$ cat config.mk
export PLATFORM = sky130hd
export DESIGN_NAME = pixel_mixer
export DESIGN_NICKNAME = d
export VERILOG_FILES = /design/src/rtl/pixel_mixer_pkg.sv /design/src/rtl/pixel_mixer_cfg_regs.sv /design/src/rtl/pixel_mixer.sv
export SDC_FILE = /design/constraint.sdc
export NUM_CORES = 1
export LEC_CHECK = 0
export ABC_CLOCK_PERIOD_IN_PS = 1400
export CAP_MARGIN = 20
export CELL_PAD_IN_SITES_DETAIL_PLACEMENT = 0
export CELL_PAD_IN_SITES_GLOBAL_PLACEMENT = 1
export CORE_MARGIN = 3
export CORE_UTILIZATION = 43
export CTS_CLUSTER_DIAMETER = 150
export DETAILED_ROUTE_END_ITERATION = 7
export PLACE_DENSITY_LB_ADDON = 0.1
export SKIP_CTS_REPAIR_TIMING = 1
export SYNTH_ARGS = -nofsm -noshare
export SYNTH_HDL_FRONTEND = slang
export SYNTH_HIERARCHICAL = 1
export SYNTH_SLANG_ARGS = --single-unit
$ cat constraint.sdc
create_clock -name clk -period 1.4 [get_ports clk]
set_input_delay 0.35 -clock clk [delete_from_list [all_inputs] [get_ports clk]]
set_output_delay 0.35 -clock clk [all_outputs]
set_load 0.01 [all_outputs]
$ cat src/rtl/pixel_mixer_pkg.sv
// Shared definitions for the pixel compositor: colour field widths,
// colour slicing helpers and the per-layer configuration record.
package pixel_mixer_pkg;

    localparam int COLOR_W = 8;
    localparam int RED_W   = 3;
    localparam int GREEN_W = 3;
    localparam int BLUE_W  = 2;

    localparam logic [COLOR_W-1:0] WHITE = 8'hFF;
    localparam logic [COLOR_W-1:0] BLACK = 8'h00;

    // One layer's programmable state; colour packed as {r[2:0],g[2:0],b[1:0]}.
    typedef struct packed {
        logic               en;
        logic [COLOR_W-1:0] color;
    } layer_cfg_t;

    function automatic logic [RED_W-1:0] color_red(input logic [COLOR_W-1:0] c);
        return c[COLOR_W-1 -: RED_W];
    endfunction

    function automatic logic [GREEN_W-1:0] color_green(input logic [COLOR_W-1:0] c);
        return c[BLUE_W +: GREEN_W];
    endfunction

    function automatic logic [BLUE_W-1:0] color_blue(input logic [COLOR_W-1:0] c);
        return c[BLUE_W-1:0];
    endfunction

endpackage

$ cat src/rtl/pixel_mixer_cfg_regs.sv
// Layer configuration: CPU-visible shadow registers and the active copy used
// by the mixer. Shadow is copied to active on the first pixel of vblank so
// colour/enable changes never tear a visible frame.
module pixel_mixer_cfg_regs
    import pixel_mixer_pkg::*;
#(
    parameter int               NUM_LAYERS = 4,
    parameter logic [COLOR_W-1:0] RST_COLOR = WHITE
) (
    input  logic                               clk,
    input  logic                               rst_n,
    input  logic                               pix_ce,
    input  logic                               vblank_in,
    input  logic                               cfg_wr,
    input  logic [$clog2(NUM_LAYERS+1)-1:0]    cfg_layer,
    input  logic                               cfg_en,
    input  logic [COLOR_W-1:0]                 cfg_color,
    output layer_cfg_t                         active_cfg [NUM_LAYERS],
    output logic                               frame_tick
);

    // The index port has one spare code point so out-of-range layers can be
    // presented and are simply not decoded.
    localparam int LIDX_W = $clog2(NUM_LAYERS + 1);

    localparam layer_cfg_t RST_CFG = '{en: 1'b1, color: RST_COLOR};

    layer_cfg_t shadow_cfg [NUM_LAYERS];
    logic       vblank_q;
    logic       commit;

    assign commit = pix_ce && vblank_in && !vblank_q;

    // Vblank edge detector (pixel rate) and the one-clock commit strobe.
    always_ff @(posedge clk or negedge rst_n) begin
        if (!rst_n) begin
            vblank_q   <= 1'b0;
            frame_tick <= 1'b0;
        end else begin
            frame_tick <= commit;
            if (pix_ce) begin
                vblank_q <= vblank_in;
            end
        end
    end

    // Shadow registers: written on any clock; unmatched indices fall through.
    always_ff @(posedge clk or negedge rst_n) begin
        if (!rst_n) begin
            // NOTE: only a handful of flops, so every entry gets a reset value;
            // large RAM-style arrays would normally be left unreset.
            for (int i = 0; i < NUM_LAYERS; i++) begin
                shadow_cfg[i] <= RST_CFG;
            end
        end else if (cfg_wr) begin
            for (int i = 0; i < NUM_LAYERS; i++) begin
                if (cfg_layer == LIDX_W'(i)) begin
                    shadow_cfg[i] <= '{en: cfg_en, color: cfg_color};
                end
            end
        end
    end

    // Active registers: frame-boundary copy of the shadow set.
    always_ff @(posedge clk or negedge rst_n) begin
        if (!rst_n) begin
            for (int i = 0; i < NUM_LAYERS; i++) begin
                active_cfg[i] <= RST_CFG;
            end
        end else if (commit) begin
            // NOTE: non-blocking assignment means this reads the shadow value
            // from before any same-clock cfg write, which then waits a frame.
            for (int i = 0; i < NUM_LAYERS; i++) begin
                active_cfg[i] <= shadow_cfg[i];
            end
        end
    end

endmodule

$ cat src/rtl/pixel_mixer.sv
// N-layer priority compositor between the VGA timing generator and the RGB
// pins. Generates the pixel clock-enable, runs a two-stage pixel pipeline
// and delays hs/vs by the same amount as the colour.
module pixel_mixer
    import pixel_mixer_pkg::*;
#(
    parameter int                 NUM_LAYERS = 4,
    parameter int                 CE_DIV     = 2,
    parameter logic [COLOR_W-1:0] BG_COLOR   = 8'h00,
    parameter logic [COLOR_W-1:0] RST_COLOR  = 8'hFF
) (
    input  logic                               clk,
    input  logic                               rst_n,
    output logic                               pix_ce,
    input  logic [NUM_LAYERS-1:0]              layer_valid,
    input  logic                               hs_in,
    input  logic                               vs_in,
    input  logic                               blank_in,
    input  logic                               vblank_in,
    input  logic                               cfg_wr,
    input  logic [$clog2(NUM_LAYERS+1)-1:0]    cfg_layer,
    input  logic                               cfg_en,
    input  logic [COLOR_W-1:0]                 cfg_color,
    output logic                               frame_tick,
    output logic [RED_W-1:0]                   red,
    output logic [GREEN_W-1:0]                 green,
    output logic [BLUE_W-1:0]                  blue,
    output logic                               hs,
    output logic                               vs
);

    layer_cfg_t              active_cfg [NUM_LAYERS];
    logic [NUM_LAYERS-1:0]   s1_valid;
    logic                    s1_hs;
    logic                    s1_vs;
    logic                    s1_blank;
    logic                    hit;
    logic [COLOR_W-1:0]      sel_color;
    logic [COLOR_W-1:0]      next_color;

    generate
        if (CE_DIV == 1) begin : g_ce_const
            assign pix_ce = 1'b1;
        end else begin : g_ce_cnt
            localparam int CNT_W = $clog2(CE_DIV);
            localparam logic [CNT_W-1:0] CE_LAST = CNT_W'(CE_DIV - 1);

            logic [CNT_W-1:0] ce_cnt;

            // Free-running divider; pix_ce marks the last clk of each pixel.
            always_ff @(posedge clk or negedge rst_n) begin
                if (!rst_n) begin
                    ce_cnt <= '0;
                end else if (ce_cnt == CE_LAST) begin
                    ce_cnt <= '0;
                end else begin
                    ce_cnt <= ce_cnt + 1'b1;
                end
            end

            assign pix_ce = (ce_cnt == CE_LAST);
        end
    endgenerate

    pixel_mixer_cfg_regs #(
        .NUM_LAYERS (NUM_LAYERS),
        .RST_COLOR  (RST_COLOR)
    ) u_cfg_regs (
        .clk        (clk),
        .rst_n      (rst_n),
        .pix_ce     (pix_ce),
        .vblank_in  (vblank_in),
        .cfg_wr     (cfg_wr),
        .cfg_layer  (cfg_layer),
        .cfg_en     (cfg_en),
        .cfg_color  (cfg_color),
        .active_cfg (active_cfg),
        .frame_tick (frame_tick)
    );

    // S1: capture layer hits and timing; reset content reads as blanked, sync idle.
    always_ff @(posedge clk or negedge rst_n) begin
        if (!rst_n) begin
            s1_valid <= '0;
            s1_hs    <= 1'b1;
            s1_vs    <= 1'b1;
            s1_blank <= 1'b1;
        end else if (pix_ce) begin
            s1_valid <= layer_valid;
            s1_hs    <= hs_in;
            s1_vs    <= vs_in;
            s1_blank <= blank_in;
        end
    end

    // Priority select: scanning downwards lets the lowest enabled hit win.
    always_comb begin
        // NOTE: defaults first so every path assigns and no latch is inferred.
        hit       = 1'b0;
        sel_color = BG_COLOR;
        for (int i = NUM_LAYERS - 1; i >= 0; i--) begin
            if (s1_valid[i] && active_cfg[i].en) begin
                hit       = 1'b1;
                sel_color = active_cfg[i].color;
            end
        end
    end

    assign next_color = s1_blank ? BLACK : (hit ? sel_color : BG_COLOR);

    // S2: registered pins; sync follows S1 so colour and sync stay aligned.
    always_ff @(posedge clk or negedge rst_n) begin
        if (!rst_n) begin
            red   <= '0;
            green <= '0;
            blue  <= '0;
            hs    <= 1'b1;
            vs    <= 1'b1;
        end else if (pix_ce) begin
            red   <= color_red(next_color);
            green <= color_green(next_color);
            blue  <= color_blue(next_color);
            hs    <= s1_hs;
            vs    <= s1_vs;
        end
    end

endmodule

==> results of run 1 <==
==> worst max-delay path by stage <==
stage,start,to,cells past startpoint
after global placement,cfg_layer[1],u_cfg_regs/shadow_cfg[24],4
after floorplan,pix_ce,u_cfg_regs/active_cfg[0],4
after CTS,hs,hs,1
after global routing,vs,vs,1
final,vs,vs,1
after detailed placement,cfg_layer[1],u_cfg_regs/shadow_cfg[23],4
==> synth_stat cells, drive strengths merged <==
| cell | instances |
|---|---|
| nand4b | 1 |
| dfrtp | 15 |
| dfstp | 77 |
| a311oi | 8 |
| o21ai | 8 |
| nor3 | 8 |
| and2 | 2 |
| nand3b | 1 |
| o32ai | 8 |
| nand2 | 3 |
| a22o | 1 |
| mux2 | 82 |
| buf | 10 |
| inv | 10 |
| and3 | 8 |
| nor4b | 1 |
| and2b | 1 |
| nor4bb | 2 |
==> layout by cell type (no fill, tap or decap), types with 2 or more instances in the layout <==
cell type and count:
dfrtp_1 14, clkbuf_8 10, buf_4 8, dlymetal6s2s_1 14, and3_1 8, nor3_1 8, clkinv_2 3, mux2_2 82
clkdlybuf4s50_1 17, nand2_2 2, clkinvlp_4 2, buf_6 3, o21ai_1 8, inv_1 10, o32ai_1 8, buf_12 8
a311oi_1 8, dfstp_2 77
==> cell type report <==
| type | instances | area [um2] | area share |
|---|---|---|---|
| Clock buffer | 10 | 138 | 0.0293 |
| Clock inverter | 6 | 38.8 | 0.00826 |
| Inverter | 10 | 37.5 | 0.00799 |
| Multi-Input combinational cell | 134 | 1330 | 0.282 |
| Sequential cell | 92 | 2400 | 0.511 |
| Tap cell | 105 | 131 | 0.0280 |
| Timing Repair Buffer | 53 | 626 | 0.133 |
==> sequential cells by signal (all words and copies together), names as in the netlist, 2 cells and up <==
signal,count
blue,2
green,3
red,3
s1_valid,4
u_cfg_regs/active_cfg,36
u_cfg_regs/shadow_cfg,36
==> layer usage <==
layer,vias up,share of wire
met5,-,0
met4,0,0.012
met3,9,0.049
met2,52,0.48
met1,1138,0.46
li1,1003,-
==> worst register-to-register path: stages, from the launching register on <==
cell	delay (ns)
dfstp_2	0.56
a22o_1	0.19
buf_12	0.14
a311oi_1	0.05
o32ai_1	0.28
==> stage by stage <==
stage	setup WS [ns]	hold slack [ns]	cells	power [mW]	instance area, um2
after detailed placement	-0.464	0.283	392	5.44	4440
after global routing	0.00242	0.442	410	7.38	4700
after floorplan	0.0418	0.0544	246	4.78	3790
after CTS	-0.400	-0.114	408	7.08	4620
after global placement	-0.430	0.282	392	5.40	4440
final	0.0429	0.443	410	6.99	4700
==> power groups by stage <==
| stage | Clock (mW) | Sequential [mW] | Combinational, mW |
|---|---|---|---|
| 2_1_floorplan | 0 | 3.96 | 0.821 |
| 3_3_place_gp | 0 | 4.03 | 1.37 |
| 3_5_place_dp | 0 | 4.04 | 1.40 |
| 4_1_cts | 1.68 | 4.00 | 1.41 |
| 5_1_grt | 1.78 | 4.09 | 1.51 |
| 6_report | 1.61 | 3.99 | 1.40 |
==> cells by family (layout without fill, tap and decap cells) <==
family,count (synthesis),count (layout),share of synthesized area
AOI/OAI and AO/OA,25,25,0.0498
buffers and inverters,20,79,0.0254
DFF,92,92,0.632
muxes,82,82,0.243
and+or+nand+nor,27,27,0.0491
==> out/metrics.cfg, run 1 <==
[outcome]
outcome = completed

[logic_synthesis]
syn_avg_cell_area_um2 = 15.4
syn-num-nets = 269
yosysSeqAreaShare = 0.632
synth_seq_cells = 92
synth_top_cell_area_share = 0.533
synth_area_leader_cell = dfstp_2
syn_inst = 246
syn-cell-area_mm2 = 0.00379
ys_warn_count = 6
yosys.cell_types.count = 21
yosys-top-cells-area = dfstp_2 53%, mux2_2 24%, dfrtp_1 9.9%

[worst_setup_path]
worstPathCellList = clkbuf_2
worstReg2RegStart = u_cfg_regs/active_cfg[26]
timing.rr.end = blue[1]
worstPathMaxFanout = 2
worst-path-buf-inv = 1
path_class = reg2out
slowest_delay_ns = 0.53
required_ns = 1.05
reg2reg_slack_ns = 0.07
slowest_stage = dfstp_2
cp_top_family = flip-flops
end_kind = primary output
cp.arrival_ns = 1.01
reg2regPathDepth = 4
startpoint_type = flop

[cells_and_area]
fill_cells = 695
area_growth_pct = 23.8
num_antenna_cells = 0
drive_gt1_frac = 0.669
utilization = 0.560
fin_nets = 323

[clock_network]
cts_sinks = 92
cts_buffers = 9
cts.htree.levels = 3
cts_tree = done
path_clk_slew_ns = 0.09
clock_latency_ns = 0.35
cts_root_buffer = clkbuf_8
clk_path_buf_depth = 2

[grt]
grt_usage = 0.171
antenna_found_initial = 0
grt_pass1_wl_um = 12700
use_met1 = 0.232
grt-ovfl-total = 0
grt_pass1_vias = 2299
grt_util_met3 = 0.0507
grt_max_degree = 38
grt.busiest_layer = met2
grt.met2_usage = 0.270

[placement]
gp_congestion = 0.701
io_buffers = 34
dp_hpwl_um = 4970

[routing]
avgViaCountPerCell = 5.37
drt-pass1-iter-count = 4
routedWlPerCell_um = 19.4
ant_nets = 0
vias = 2202
routed_wl_um = 7940
drtIter0Drc = 31
route.detailed.drc = 0

[sta]
finalSetupViolCount = 0
worst_pin_slew_ns = 0.453
max_slew_margin = 0.697
hold_viol = 0
rsz0062_at_grt = false
slew_violations = 0
finalClockSkew_ns = 0.00566
clock.fmax_mhz = 737
period_share = 0.969
period_minus_slack_ns = 1.36
tns_ns = 0

[power]
switching_power_mw = 1.81
power_frac_seq = 0.571
p_per_area_mw_per_mm2 = 1490
swShare = 0.259
p_comb_frac = 0.199
internal_power_mw = 5.18
p_leak_nw = 2.03
peakVddDrop_mv = 0.732
p_clk_frac = 0.230

[floorplan]
initial_utilization = 0.453
design.die.area_mm2 = 0.00999
core_area_mm2 = 0.00838
dieHeight_um = 99.9
ioPinCount = 35
die_w_um = 99.9
rows = 33

[flow_run]
maxCapViolations = 0

[worst_hold_path]
holdCritPathClass = in2async

Note: power is estimated with default switching activity, not from simulation.
==> run 2, diff against run 1 <==
--- a/config.mk
+++ b/config.mk
@@ -11,7 +11,7 @@
 export CELL_PAD_IN_SITES_GLOBAL_PLACEMENT = 1
 export CORE_MARGIN = 3
 export CORE_UTILIZATION = 43
-export CTS_CLUSTER_DIAMETER = 150
+export CTS_BUF_LIST = sky130_fd_sc_hd__clkbuf_16
 export DETAILED_ROUTE_END_ITERATION = 7
 export PLACE_DENSITY_LB_ADDON = 0.1
 export SKIP_CTS_REPAIR_TIMING = 1
==> out/metrics.cfg, run 2 (synthesis results as in run 1) <==
[placement]
gp_congestion = 0.701  ; unchanged
dp_cells = 392  ; unchanged
io_buffers = 34  ; unchanged
dp_hpwl_um = 4970  ; unchanged

[cells_and_area]
final_cell_mix = 82 x mux2_2, 77 x dfstp_2, 17 x clkdlybuf4s50_1
top_regs = u_cfg_regs/active_cfg: 36 flops, u_cfg_regs/shadow_cfg: 36 flops, s1_valid: 4 flops
num_antenna_cells = 0  ; unchanged
stdcell_count = 410  ; unchanged
drive_gt1_frac = 0.652  ; -0.0164
fin_nets = 323  ; unchanged
area_growth_pct = 26.1
mostFrequentLayoutCell = mux2_2

[power]
p_per_area_mw_per_mm2 = 1580  ; +6.1%
p_leak_nw = 2.09  ; +2.8%
peakVddDrop_mv = 0.755  ; +3.1%

[clock_network]
clock_latency_ns = 0.34  ; about the same
cts_sinks = 92  ; unchanged
cts_buffers = 9  ; unchanged
clk_path_buf_depth = 2  ; unchanged
cts_tree = done
cts_root_buffer = clkbuf_16
path_clk_slew_ns = 0.06  ; -0.03 ns
cts.htree.levels = 3  ; unchanged

[grt]
antenna_found_initial = 0  ; unchanged
grt_max_degree = 38  ; unchanged
grt_pass1_vias = 2284  ; -0.65%
grt_usage = 0.170  ; -0.000742
grt_pass1_wl_um = 12700  ; -0.33%
grt-ovfl-total = 0  ; unchanged

[sta]
fin_hold_ws_ns = 0.460  ; +0.0165 ns
rsz0062_at_grt = true
worst_pin_slew_ns = 0.453  ; -0.000172 ns
clock.fmax_mhz = 728  ; -1.2%
tns_ns = 0  ; unchanged
hold_viol = 0  ; unchanged
slew_violations = 0  ; unchanged
max_slew_margin = 0.697  ; about the same
period_share = 0.981  ; +0.0118
finalSetupViolCount = 0  ; unchanged
period_minus_slack_ns = 1.37  ; +0.0166 ns
finalClockSkew_ns = 0.00476  ; -0.000902 ns

[floorplan]
core_area_mm2 = 0.00838  ; unchanged
dieHeight_um = 99.9  ; unchanged
initial_utilization = 0.453  ; unchanged
rows = 33  ; unchanged
die_w_um = 99.9  ; unchanged
ioPinCount = 35  ; unchanged
design.die.area_mm2 = 0.00999  ; unchanged

[worst_setup_path]
cp.arrival_ns = 1.02  ; about the same
startpoint_type = flop
required_ns = 1.05  ; about the same
path_class = reg2out
worstPathCellList = dlymetal6s2s_1
slowest_delay_ns = 0.53  ; about the same
end_kind = primary output
worstPathMaxFanout = 2  ; unchanged
worst-path-buf-inv = 1  ; unchanged
cp_top_family = flip-flops
slowest_stage = dfstp_2

[routing]
route.detailed.drc = 0  ; unchanged
ant_nets = 0  ; unchanged
routed_wl_um = 8020  ; +0.98%
vias = 2195  ; -0.32%
avgViaCountPerCell = 5.35  ; -0.32%
routedWlPerCell_um = 19.6  ; +0.98%
drt-pass1-iter-count = 4  ; unchanged
drtIter0Drc = 42  ; +35%

[outcome]
outcome = completed

[flow_run]
maxCapViolations = 0  ; unchanged

[worst_hold_path]
holdCritPathClass = in2async

run 2: cell types whose count changed in the layout (fill, tap and decap cells not counted), sizes merged:
cell / change
clkdlybuf4s15: -1
dlymetal6s2s: +2
clkinv: +1
clkbuf: -2
run 2: layout make-up:
cell class | count | area, um2
Inverter | 10 | 37.5
Sequential cell | 92 | 2400
Clock inverter | 7 | 42.5
Clock buffer | 9 | 225
Fill cell | 682 | 3600
Timing Repair Buffer | 53 | 628
Multi-Input combinational cell | 134 | 1320
Tap cell | 105 | 131
run 2: worst paths after layout:
check / startpoint / slack, ns / endpoint / cells past startpoint
max reg2reg: u_cfg_regs/active_cfg[35] / 0.06 / blue[1] / 4
min reg2reg: u_cfg_regs/vblank_q / 0.51 / u_cfg_regs/vblank_q / 1
min: rst_n / 0.46 / pix_ce / 2
min in group clk: u_cfg_regs/vblank_q / 0.51 / u_cfg_regs/vblank_q / 1
max in group asynchronous: rst_n / 0.41 / u_cfg_regs/active_cfg[12] / 3
max: hs / 0.03 / hs / 1
run 2: power breakdown:
part           switching, mW  total (mW)  internal (mW)
combinational          0.574        1.39          0.811
clock                  0.989        2.18           1.19
sequential             0.314        3.99           3.68
run 2: routing by layer:
metal  vias up  track usage  wire length, um
met4         0       0.0515               76
met2        50        0.270             3850
met1      1132        0.230             3760
li1       1007            -                -
met5         -            0                0
met3         6       0.0466              335
run 2: through the flow:
stage	instance area [um2]	utilization	setup WS, ns	power (mW)
2_1_floorplan	3790	-	0.0418	4.78
3_3_place_gp	4440	0.530	-0.430	5.40
3_5_place_dp	4440	0.530	-0.464	5.44
4_1_cts	4710	0.562	-0.367	7.65
5_1_grt	4780	0.571	-0.0133	7.93
6_report	4780	0.571	0.0263	7.56
